**src/rtl/us_ping_scheduler.sv**
```systemverilog
// Alternating right/left ultrasonic ranging scheduler: trigger, echo capture, guard gap, switch sensor.
// Optional build macro US_AVG2_EN publishes the average of the previous and the new raw result per sensor.
module us_ping_scheduler #(
    parameter int TRIG_CYCLES  = 500,
    parameter int ECHO_TIMEOUT = 1000000,
    parameter int GUARD_CYCLES = 2500000
) (
    input  logic        clk,
    input  logic        rst_n,
    input  logic        start,
    input  logic        echo_right,
    input  logic        echo_left,
    output logic        trig_right,
    output logic        trig_left,
    output logic [19:0] right_time,
    output logic [19:0] left_time,
    output logic        new_right,
    output logic        new_left,
    output logic        busy,
    output logic        fault
);

    localparam int CW = 22;
    localparam logic [CW-1:0] TRIG_LAST    = CW'(TRIG_CYCLES - 1);
    localparam logic [CW-1:0] TIMEOUT_LAST = CW'(ECHO_TIMEOUT - 1);
    localparam logic [CW-1:0] GUARD_LAST   = CW'(GUARD_CYCLES - 1);
    localparam logic [19:0]   CLEAR_PATH   = 20'hFFFFF;

    typedef enum logic [2:0] {IDLE, TRIG, WAIT_RISE, MEASURE, GUARD} state_t;
    typedef enum logic {SEL_RIGHT, SEL_LEFT} sel_t;

    state_t        state_q, state_d;
    sel_t          sel_q, sel_d;
    logic [CW-1:0] cnt_q, cnt_d;
    logic [1:0]    echoRightSync_q, echoLeftSync_q;
    logic          trigRight_q, trigLeft_q;
    logic          newRight_q, newLeft_q;
    logic          fault_q;
    logic [19:0]   rightTime_q, leftTime_q;
    logic          echoSel;
    logic          writeEn, writeClear, faultSet;
    logic [19:0]   rawVal, pubVal;

    // Two-flop synchronizers; the echo inputs are asynchronous to clk.
    always_ff @(posedge clk or negedge rst_n) begin
        if (!rst_n) begin
            echoRightSync_q <= 2'b00;
            echoLeftSync_q  <= 2'b00;
        end else begin
            echoRightSync_q <= {echoRightSync_q[0], echo_right};
            echoLeftSync_q  <= {echoLeftSync_q[0], echo_left};
        end
    end

    assign echoSel = (sel_q == SEL_LEFT) ? echoLeftSync_q[1] : echoRightSync_q[1];
    assign rawVal  = cnt_q[19:0];

    always_comb begin
        state_d    = state_q;
        sel_d      = sel_q;
        cnt_d      = cnt_q;
        writeEn    = 1'b0;
        writeClear = 1'b0;
        faultSet   = 1'b0;
        // Dropping start aborts everything without touching the result registers.
        if (!start) begin
            state_d = IDLE;
            sel_d   = SEL_RIGHT;
            cnt_d   = '0;
        end else begin
            case (state_q)
                IDLE: begin
                    state_d = TRIG;
                    sel_d   = SEL_RIGHT;
                    cnt_d   = '0;
                end
                TRIG: begin
                    if (cnt_q == TRIG_LAST) begin
                        cnt_d = '0;
                        if (echoSel) begin
                            writeEn    = 1'b1;
                            writeClear = 1'b1;
                            faultSet   = 1'b1;
                            state_d    = GUARD;
                        end else begin
                            state_d = WAIT_RISE;
                        end
                    end else begin
                        cnt_d = cnt_q + CW'(1);
                    end
                end
                WAIT_RISE: begin
                    if (echoSel) begin
                        state_d = MEASURE;
                        cnt_d   = CW'(1);
                    end else if (cnt_q == TIMEOUT_LAST) begin
                        writeEn    = 1'b1;
                        writeClear = 1'b1;
                        state_d    = GUARD;
                        cnt_d      = '0;
                    end else begin
                        cnt_d = cnt_q + CW'(1);
                    end
                end
                MEASURE: begin
                    if (echoSel) begin
                        if (cnt_q == TIMEOUT_LAST) begin
                            writeEn    = 1'b1;
                            writeClear = 1'b1;
                            state_d    = GUARD;
                            cnt_d      = '0;
                        end else begin
                            cnt_d = cnt_q + CW'(1);
                        end
                    end else begin
                        writeEn = 1'b1;
                        state_d = GUARD;
                        cnt_d   = '0;
                    end
                end
                GUARD: begin
                    if (cnt_q == GUARD_LAST) begin
                        cnt_d   = '0;
                        sel_d   = (sel_q == SEL_RIGHT) ? SEL_LEFT : SEL_RIGHT;
                        state_d = TRIG;
                    end else begin
                        cnt_d = cnt_q + CW'(1);
                    end
                end
                default: begin
                    state_d = IDLE;
                    sel_d   = SEL_RIGHT;
                    cnt_d   = '0;
                end
            endcase
        end
    end

`ifdef US_AVG2_EN
    logic [19:0] prevRight_q, prevLeft_q;
    logic [19:0] prevSel;
    logic [20:0] avgSum;

    assign prevSel = (sel_q == SEL_LEFT) ? prevLeft_q : prevRight_q;
    assign avgSum  = {1'b0, prevSel} + {1'b0, rawVal};
    assign pubVal  = writeClear ? CLEAR_PATH : avgSum[20:1];

    // Previous raw result per sensor; timeouts and faults poison it with the clear-path value.
    always_ff @(posedge clk or negedge rst_n) begin
        if (!rst_n) begin
            prevRight_q <= CLEAR_PATH;
            prevLeft_q  <= CLEAR_PATH;
        end else if (writeEn) begin
            if (sel_q == SEL_RIGHT) begin
                prevRight_q <= writeClear ? CLEAR_PATH : rawVal;
            end else begin
                prevLeft_q <= writeClear ? CLEAR_PATH : rawVal;
            end
        end
    end
`else
    assign pubVal = writeClear ? CLEAR_PATH : rawVal;
`endif

    always_ff @(posedge clk or negedge rst_n) begin
        if (!rst_n) begin
            state_q     <= IDLE;
            sel_q       <= SEL_RIGHT;
            cnt_q       <= '0;
            trigRight_q <= 1'b0;
            trigLeft_q  <= 1'b0;
            newRight_q  <= 1'b0;
            newLeft_q   <= 1'b0;
            fault_q     <= 1'b0;
            rightTime_q <= CLEAR_PATH;
            leftTime_q  <= CLEAR_PATH;
        end else begin
            state_q     <= state_d;
            sel_q       <= sel_d;
            cnt_q       <= cnt_d;
            trigRight_q <= (state_d == TRIG) && (sel_d == SEL_RIGHT);
            trigLeft_q  <= (state_d == TRIG) && (sel_d == SEL_LEFT);
            newRight_q  <= writeEn && (sel_q == SEL_RIGHT);
            newLeft_q   <= writeEn && (sel_q == SEL_LEFT);
            if (faultSet) begin
                fault_q <= 1'b1;
            end
            if (writeEn && (sel_q == SEL_RIGHT)) begin
                rightTime_q <= pubVal;
            end
            if (writeEn && (sel_q == SEL_LEFT)) begin
                leftTime_q <= pubVal;
            end
        end
    end

    assign trig_right = trigRight_q;
    assign trig_left  = trigLeft_q;
    assign new_right  = newRight_q;
    assign new_left   = newLeft_q;
    assign right_time = rightTime_q;
    assign left_time  = leftTime_q;
    assign fault      = fault_q;
    assign busy       = (state_q != IDLE);

endmodule
```
**config.mk**
```make
export PLATFORM = sky130hd
export DESIGN_NAME = us_ping_scheduler
export DESIGN_NICKNAME = d
export VERILOG_FILES = /design/src/rtl/us_ping_scheduler.sv
export SDC_FILE = /design/constraint.sdc
export NUM_CORES = 1
export LEC_CHECK = 0
export CORE_ASPECT_RATIO = 1.4
export CORE_MARGIN = 4
export CORE_UTILIZATION = 44
export DETAILED_ROUTE_END_ITERATION = 6
export PLACE_DENSITY = 0.71
export SLEW_MARGIN = 20
export SYNTH_ARGS = -nofsm -noshare
export SYNTH_HDL_FRONTEND = slang
export SYNTH_SLANG_ARGS = --single-unit
```
**constraint.sdc**
```tcl
create_clock -name clk -period 2.6 [get_ports clk]
set_input_delay 0.39 -clock clk [delete_from_list [all_inputs] [get_ports clk]]
set_output_delay 0.39 -clock clk [all_outputs]
set_load 0.02 [all_outputs]
```
==> results_dict.tcl, run 1 <==
set metrics [dict create \
    yosys_register_bits 75 \
    drc 0 \
    dr.pass1.iters 4 \
    synth.net_count 296 \
    synth-main-ff-cell "dfstp_2" \
    met3WireLength_um 282 \
    min_period_over_period_pct 99.7 \
    die_h_um 111 \
    die_w_um 81.8 \
    grt.overflow.total 0 \
    pre_cts_ws_ns -0.0342 \
    met2WireLength_um 4170 \
    synth_top_cell_by_area "dfstp_2" \
    initial_core_util_pct 45.3 \
    cts.path.max_buffers 2 \
    start_kind "flip-flop" \
    cts_htree_levels 3 \
    clock_latency_ns 0.35 \
    port_buffers 50 \
    yosysUniqueCellTypes 52 \
    clk_pin_slew_ns 0.08 \
    grt_max_degree 51 \
    ys_seq_area_share_pct 57.4 \
    diodes 0 \
    maxCapViolCount 0 \
    fin_nets 367 \
    cts_made_buffers 9 \
    synthToLayoutAreaGrowth_pct 32.1 \
    leakagePower_nw 1.73 \
    die_area_um2 9110 \
    hold_violations 0 \
    fin_skew_ns 0.00872 \
    hold_path.class "in -> async" \
    synth_area_leaders "dfstp_2 31%, dfrtp_1 26%, o22a_1 9.4%" \
    ys_warn_count 0 \
    cts_tree "yes" \
    core-area_um2 7410 \
    synth_most_common_cell "dfstp_2" \
    p_per_area_nw_per_um2 497 \
    status "finished, final reports clean" \
    fp-row-count 37 \
    avgViaCountPerCell 5.54 \
    antenna_left 0 \
    hold_buffers 0 \
    wl_per_cell_um 17.3 \
    ys_async_sr_fraction_pct 100 \
    synth-edff-count 0 \
    synth_top_area_share_pct 31.3 \
    cp-end-kind "flip-flop" \
    fin_hold_ws_ns 0.0354 \
    highest-signal-layer "met4" \
    crit_required_ns 2.84 \
    critPathArrivalTime_ns 2.83 \
    drive_gt1_share_pct 30.6 \
    antenna_found_initial 0 \
    fmax_mhz 386 \
    vias 2563 \
    hpwlAfterDp_um 5690 \
    pin_count 51 \
    worst_slew_margin_rel_pct 46.6 \
    setup_viol 0 \
    grt_pass1_wl_um 13000 \
    syn_area_um2 3360 \
    dr.first_iter.drc_count 115 \
    grt_usage_pct 18.8 \
    cp_max_fo 6 \
    ir_drop_uv 398 \
    synthTopCellsByCount "40 x dfstp_2, 36 x o22a_1, 35 x dfrtp_1, 35 x nor2_1, 16 x nand2_1" \
    grt_setup_unrepaired "true" \
    grt_pass1_vias 2654 \
    crit_type "reg -> reg" \
    layout_setup_ws_ns 0.00734 \
    fin_area_um2 4430 \
    place.gp.congestion 0.931 \
    cts.sinks 75 \
    root_buffer "clkbuf_8" \
    drt-total-wl_um 8000 \
    drt-met1-wl_um 3320 \
    worst_slew_pin_slew_ns 0.801 \
    final-max-slew-violation-count 0 \
    postSynthCellCount 290 \
    period_minus_slack_ns 2.59 \
    place_area_um2 4110 \
    syn_area_per_cell_um2 11.6 \
    finalSetupTns_ns 0 \
]
==> stage by stage <==
step	std cells	utilization, %	power [mW]
6_report	463	59.8	2.20
4_1_cts	459	59.0	2.22
2_1_floorplan	290	-	1.23
5_1_grt	463	59.8	2.28
3_3_place_gp	443	55.5	1.28
3_5_place_dp	443	55.5	1.28
==> report_power, final <==
part,switching [mW],internal [mW]
Combinational,0.0559,0.0366
Clock,0.409,0.522
Sequential,0.00229,1.18
Total,0.467,1.73
==> per-layer routing <==
metal | vias to the layer above | global-route usage, %
met5 | - | 0
met4 | 0 | 8.76
met3 | 19 | 4.53
met2 | 66 | 31.0
met1 | 1292 | 22.5
li1 | 1186 | -
==> repair_timing <==
action,in CTS,in global routing
setup endpoints to repair,52,44
pin swaps,5,3
setup buffers,0,2
resized for setup,8,10
cloned,0,2
==> sequential cells by signal, summed over array words and instances (netlist names) <==
| name | flops |
|---|---|
| sel_q | 1 |
| right_time | 20 |
| echoLeftSync_q | 2 |
| new_right | 1 |
| echoRightSync_q | 2 |
| trig_left | 1 |
| cnt_q | 22 |
| fault | 1 |
| trig_right | 1 |
| left_time | 20 |
| state_q | 3 |
| new_left | 1 |
==> critical path: stages (launching register included) <==
cell and delay, ns:
dfrtp_1 0.39, or4_4 0.54, or4_4 0.59, o31ai_4 0.25
o311ai_2 0.15, a22oi_2 0.23, buf_4 0.17, buf_6 0.12
nor2_1 0.05
==> kinds of logic (layout without fill, tap and decap cells) <==
family                   count (synthesis)  count (layout)  synth area share (%)
AO/OA/AOI/OAI                           52              52                  13.2
XOR/XNOR                                21              21                  5.48
adder cells (fa/ha/maj)                  2               2                 0.671
buffers and inverters                   25             101                  3.77
flip-flops                              75              75                  57.4
multiplexers                             6               6                  1.98
AND/OR/NAND/NOR                        109             109                  17.5
==> worst paths after layout <==
kind	slack, ns	endpoint	start	cells past startpoint
worst min-delay path	0.04	cnt_q[0]$_DFF_PN0_	rst_n	1
worst max-delay path	0.007	cnt_q[8]$_DFF_PN0_	cnt_q[11]$_DFF_PN0_	8
min in group clk	0.36	echoRightSync_q[1]$_DFF_PN0_	echoRightSync_q[0]$_DFF_PN0_	0
max in group asynchronous	1.85	left_time[16]$_DFFE_PN1P_	rst_n	2
worst max register to register	0.007	cnt_q[8]$_DFF_PN0_	cnt_q[11]$_DFF_PN0_	8
worst min register to register	0.36	echoRightSync_q[1]$_DFF_PN0_	echoRightSync_q[0]$_DFF_PN0_	0
==> cell type report <==
type                            instances  area, um^2
Clock buffer                           13         169
Clock inverter                          3        45.0
Fill cell                             623        2970
Inverter                                2        7.51
Multi-Input combinational cell        190        1390
Sequential cell                        75        1930
Tap cell                               97         121
Timing Repair Buffer                   83         772
==> cell usage in the layout, fill, tap and decap left out, drive strengths merged, types with 5 or more instances in the layout <==
master	n
mux2	5
buf	34
clkbuf	13
clkdlybuf4s50	49
xnor2	11
xor2	10
o22a	36
nand4	7
nand2	16
or4	5
nor3	6
dfrtp	35
nand3	9
nor2	36
dfstp	40
No activity file was read; power rests on OpenSTA's default activity.
==> run 2, diff against run 1 <==
--- a/config.mk
+++ b/config.mk
@@ -7,9 +7,11 @@
 export LEC_CHECK = 0
 export CORE_ASPECT_RATIO = 1.4
 export CORE_MARGIN = 4
-export CORE_UTILIZATION = 44
+export CORE_UTILIZATION = 46
+export CTS_BUF_LIST = sky130_fd_sc_hd__clkbuf_4
 export DETAILED_ROUTE_END_ITERATION = 6
-export PLACE_DENSITY = 0.71
+export PLACE_DENSITY = 0.73
+export REMOVE_ABC_BUFFERS = 1
 export SLEW_MARGIN = 20
 export SYNTH_ARGS = -nofsm -noshare
 export SYNTH_HDL_FRONTEND = slang
==> run 2 against run 1 <==
The run now ends with negative setup slack left. Sequential cell count stayed put. Clock-buffer cell count is 3 lower. Die area is 4.0% lower. Sequential power hardly changed. Sequential share of layout area is 0.095 points higher. Clock skew is 0.0057 ns higher. Register-to-register slack worse by 0.05 ns. Core utilization is 3.1 points higher. Via count is 0.12% lower. Critical path type unchanged. Largest cell class unchanged.
==> results_dict.tcl, run 2 (synthesis gave the netlist of run 1 again) <==
set metrics [dict create \
    status "complete, but fails checks" \
    violations "negative setup slack" \
    cp_max_fo 4 \
    die_w_um 80.2 \
    ir_drop_uv 361 \
    period_minus_slack_ns 2.64 \
    fin_hold_ws_ns 0.367 \
    final_cell_mix "49 x clkdlybuf4s50_1, 40 x dfstp_2, 36 x o22a_1" \
    hold_path_startpoint "echoLeftSync_q[0]$_DFF_PN0_" \
    fin_area_um2 4420 \
    place_inst 441 \
    grt_usage_pct 20.1 \
    fin_skew_ns 0.0144 \
    synthToLayoutAreaGrowth_pct 31.7 \
    avgViaCountPerCell 5.55 \
    initial_core_util_pct 47.8 \
    cts_htree_levels 3 \
    highest-signal-layer "met4" \
    met3WireLength_um 241 \
    cp-startpoint "cnt_q[11]$_DFF_PN0_" \
    clk_pin_slew_ns 0.12 \
    grt_pass1_wl_um 13500 \
    cts.sinks 75 \
    layout_setup_ws_ns -0.0379 \
    grt_max_degree 76 \
    dr.first_iter.drc_count 95 \
    top_register "cnt_q" \
    met2WireLength_um 4290 \
    finalSetupTns_ns -0.126 \
    grt_setup_unrepaired "true" \
    worst_slew_margin_rel_pct 68.4 \
    cts_made_buffers 9 \
    drt-total-wl_um 7930 \
    cts.path.max_buffers 2 \
    pre_cts_ws_ns -0.0768 \
    largest_reg_flops 22 \
    p_per_area_nw_per_um2 492 \
    worst_slew_pin_slew_ns 0.474 \
    crit_required_ns 2.95 \
    fin_nets 367 \
    min_period_over_period_pct 101 \
    fp-row-count 36 \
    grt_pass1_vias 2627 \
    antenna_found_initial 0 \
    timing.rr.start "cnt_q[11]$_DFF_PN0_" \
    vias 2560 \
    power.total_mw 2.17 \
    dr.pass1.iters 4 \
    drt-met1-wl_um 3210 \
    start_kind "flip-flop" \
    fmax_mhz 379 \
    drc 0 \
    root_buffer "clkbuf_4" \
    cp-end-kind "flip-flop" \
    die_area_um2 8740 \
    setup_viol 12 \
    final-max-slew-violation-count 0 \
    reg2reg_setup_slack_ns -0.04 \
    place_area_um2 4090 \
    final_common_cell "clkdlybuf4s50_1" \
    maxCapViolCount 0 \
    hold_path.class "reg -> reg" \
    port_buffers 50 \
    cts_tree "yes" \
    hold_violations 0 \
    grt.overflow.total 0 \
    hpwlAfterDp_um 5530 \
    post-route-util_pct 62.9 \
    critPathArrivalTime_ns 2.98 \
    die_h_um 109 \
    place.gp.congestion 0.882 \
    antenna_left 0 \
    crit_type "reg -> reg" \
    clock_latency_ns 0.42 \
    fin_cells 461 \
    diodes 0 \
    pin_count 51 \
    leakagePower_nw 1.73 \
    drive_gt1_share_pct 31.1 \
    core-area_um2 7030 \
    wl_per_cell_um 17.2 \
]
-- run 2: layout make-up --
cell class	instances	area, um^2
fill	593	2610
sequential	75	1930
multi-input combinational	190	1400
timing repair buffer	83	778
tap	95	119
clock inverter	6	113
clock buffer	10	75.1
inverter	2	7.51
-- run 2: power breakdown --
| part | internal (mW) | leakage (nW) | switching, mW |
|---|---|---|---|
| combinational | 0.0345 | 0.741 | 0.0547 |
| sequential | 1.18 | 0.888 | 0.00255 |
| clock | 0.501 | 0.101 | 0.405 |
| total | 1.71 | 1.73 | 0.462 |
-- run 2: final timing paths --
kind / depth (start not counted) / to
max: 6 / right_time[5]$_DFFE_PN1P_
min: 0 / echoLeftSync_q[1]$_DFF_PN0_
max reg2reg: 6 / right_time[5]$_DFFE_PN1P_
min reg2reg: 0 / echoLeftSync_q[1]$_DFF_PN0_
max in group asynchronous: 3 / right_time[5]$_DFFE_PN1P_
min in group asynchronous: 3 / echoRightSync_q[0]$_DFF_PN0_
-- run 2: repair_timing --
action,CTS,global route
pin swaps,4,3
hold buffers,1,0
setup endpoints to repair,61,64
buffers inserted,0,3
endpoints found under the hold margin,35,0
resized for setup,9,11
-- run 2: worst max-delay path, cell delays in order (launching register included) --
cell and delay (ns):
dfrtp_1 0.40, or4_4 0.53, or4_4 0.58, nor4_4 0.31
nor3_4 0.10, nor3_4 0.30, mux2_1 0.35
-- run 2: routing by layer --
| metal | up-vias | GRT usage [%] |
|---|---|---|
| li1 | 1189 | - |
| met1 | 1305 | 23.3 |
| met2 | 51 | 35.2 |
| met3 | 15 | 4.96 |
| met4 | 0 | 8.33 |
| met5 | - | 0 |
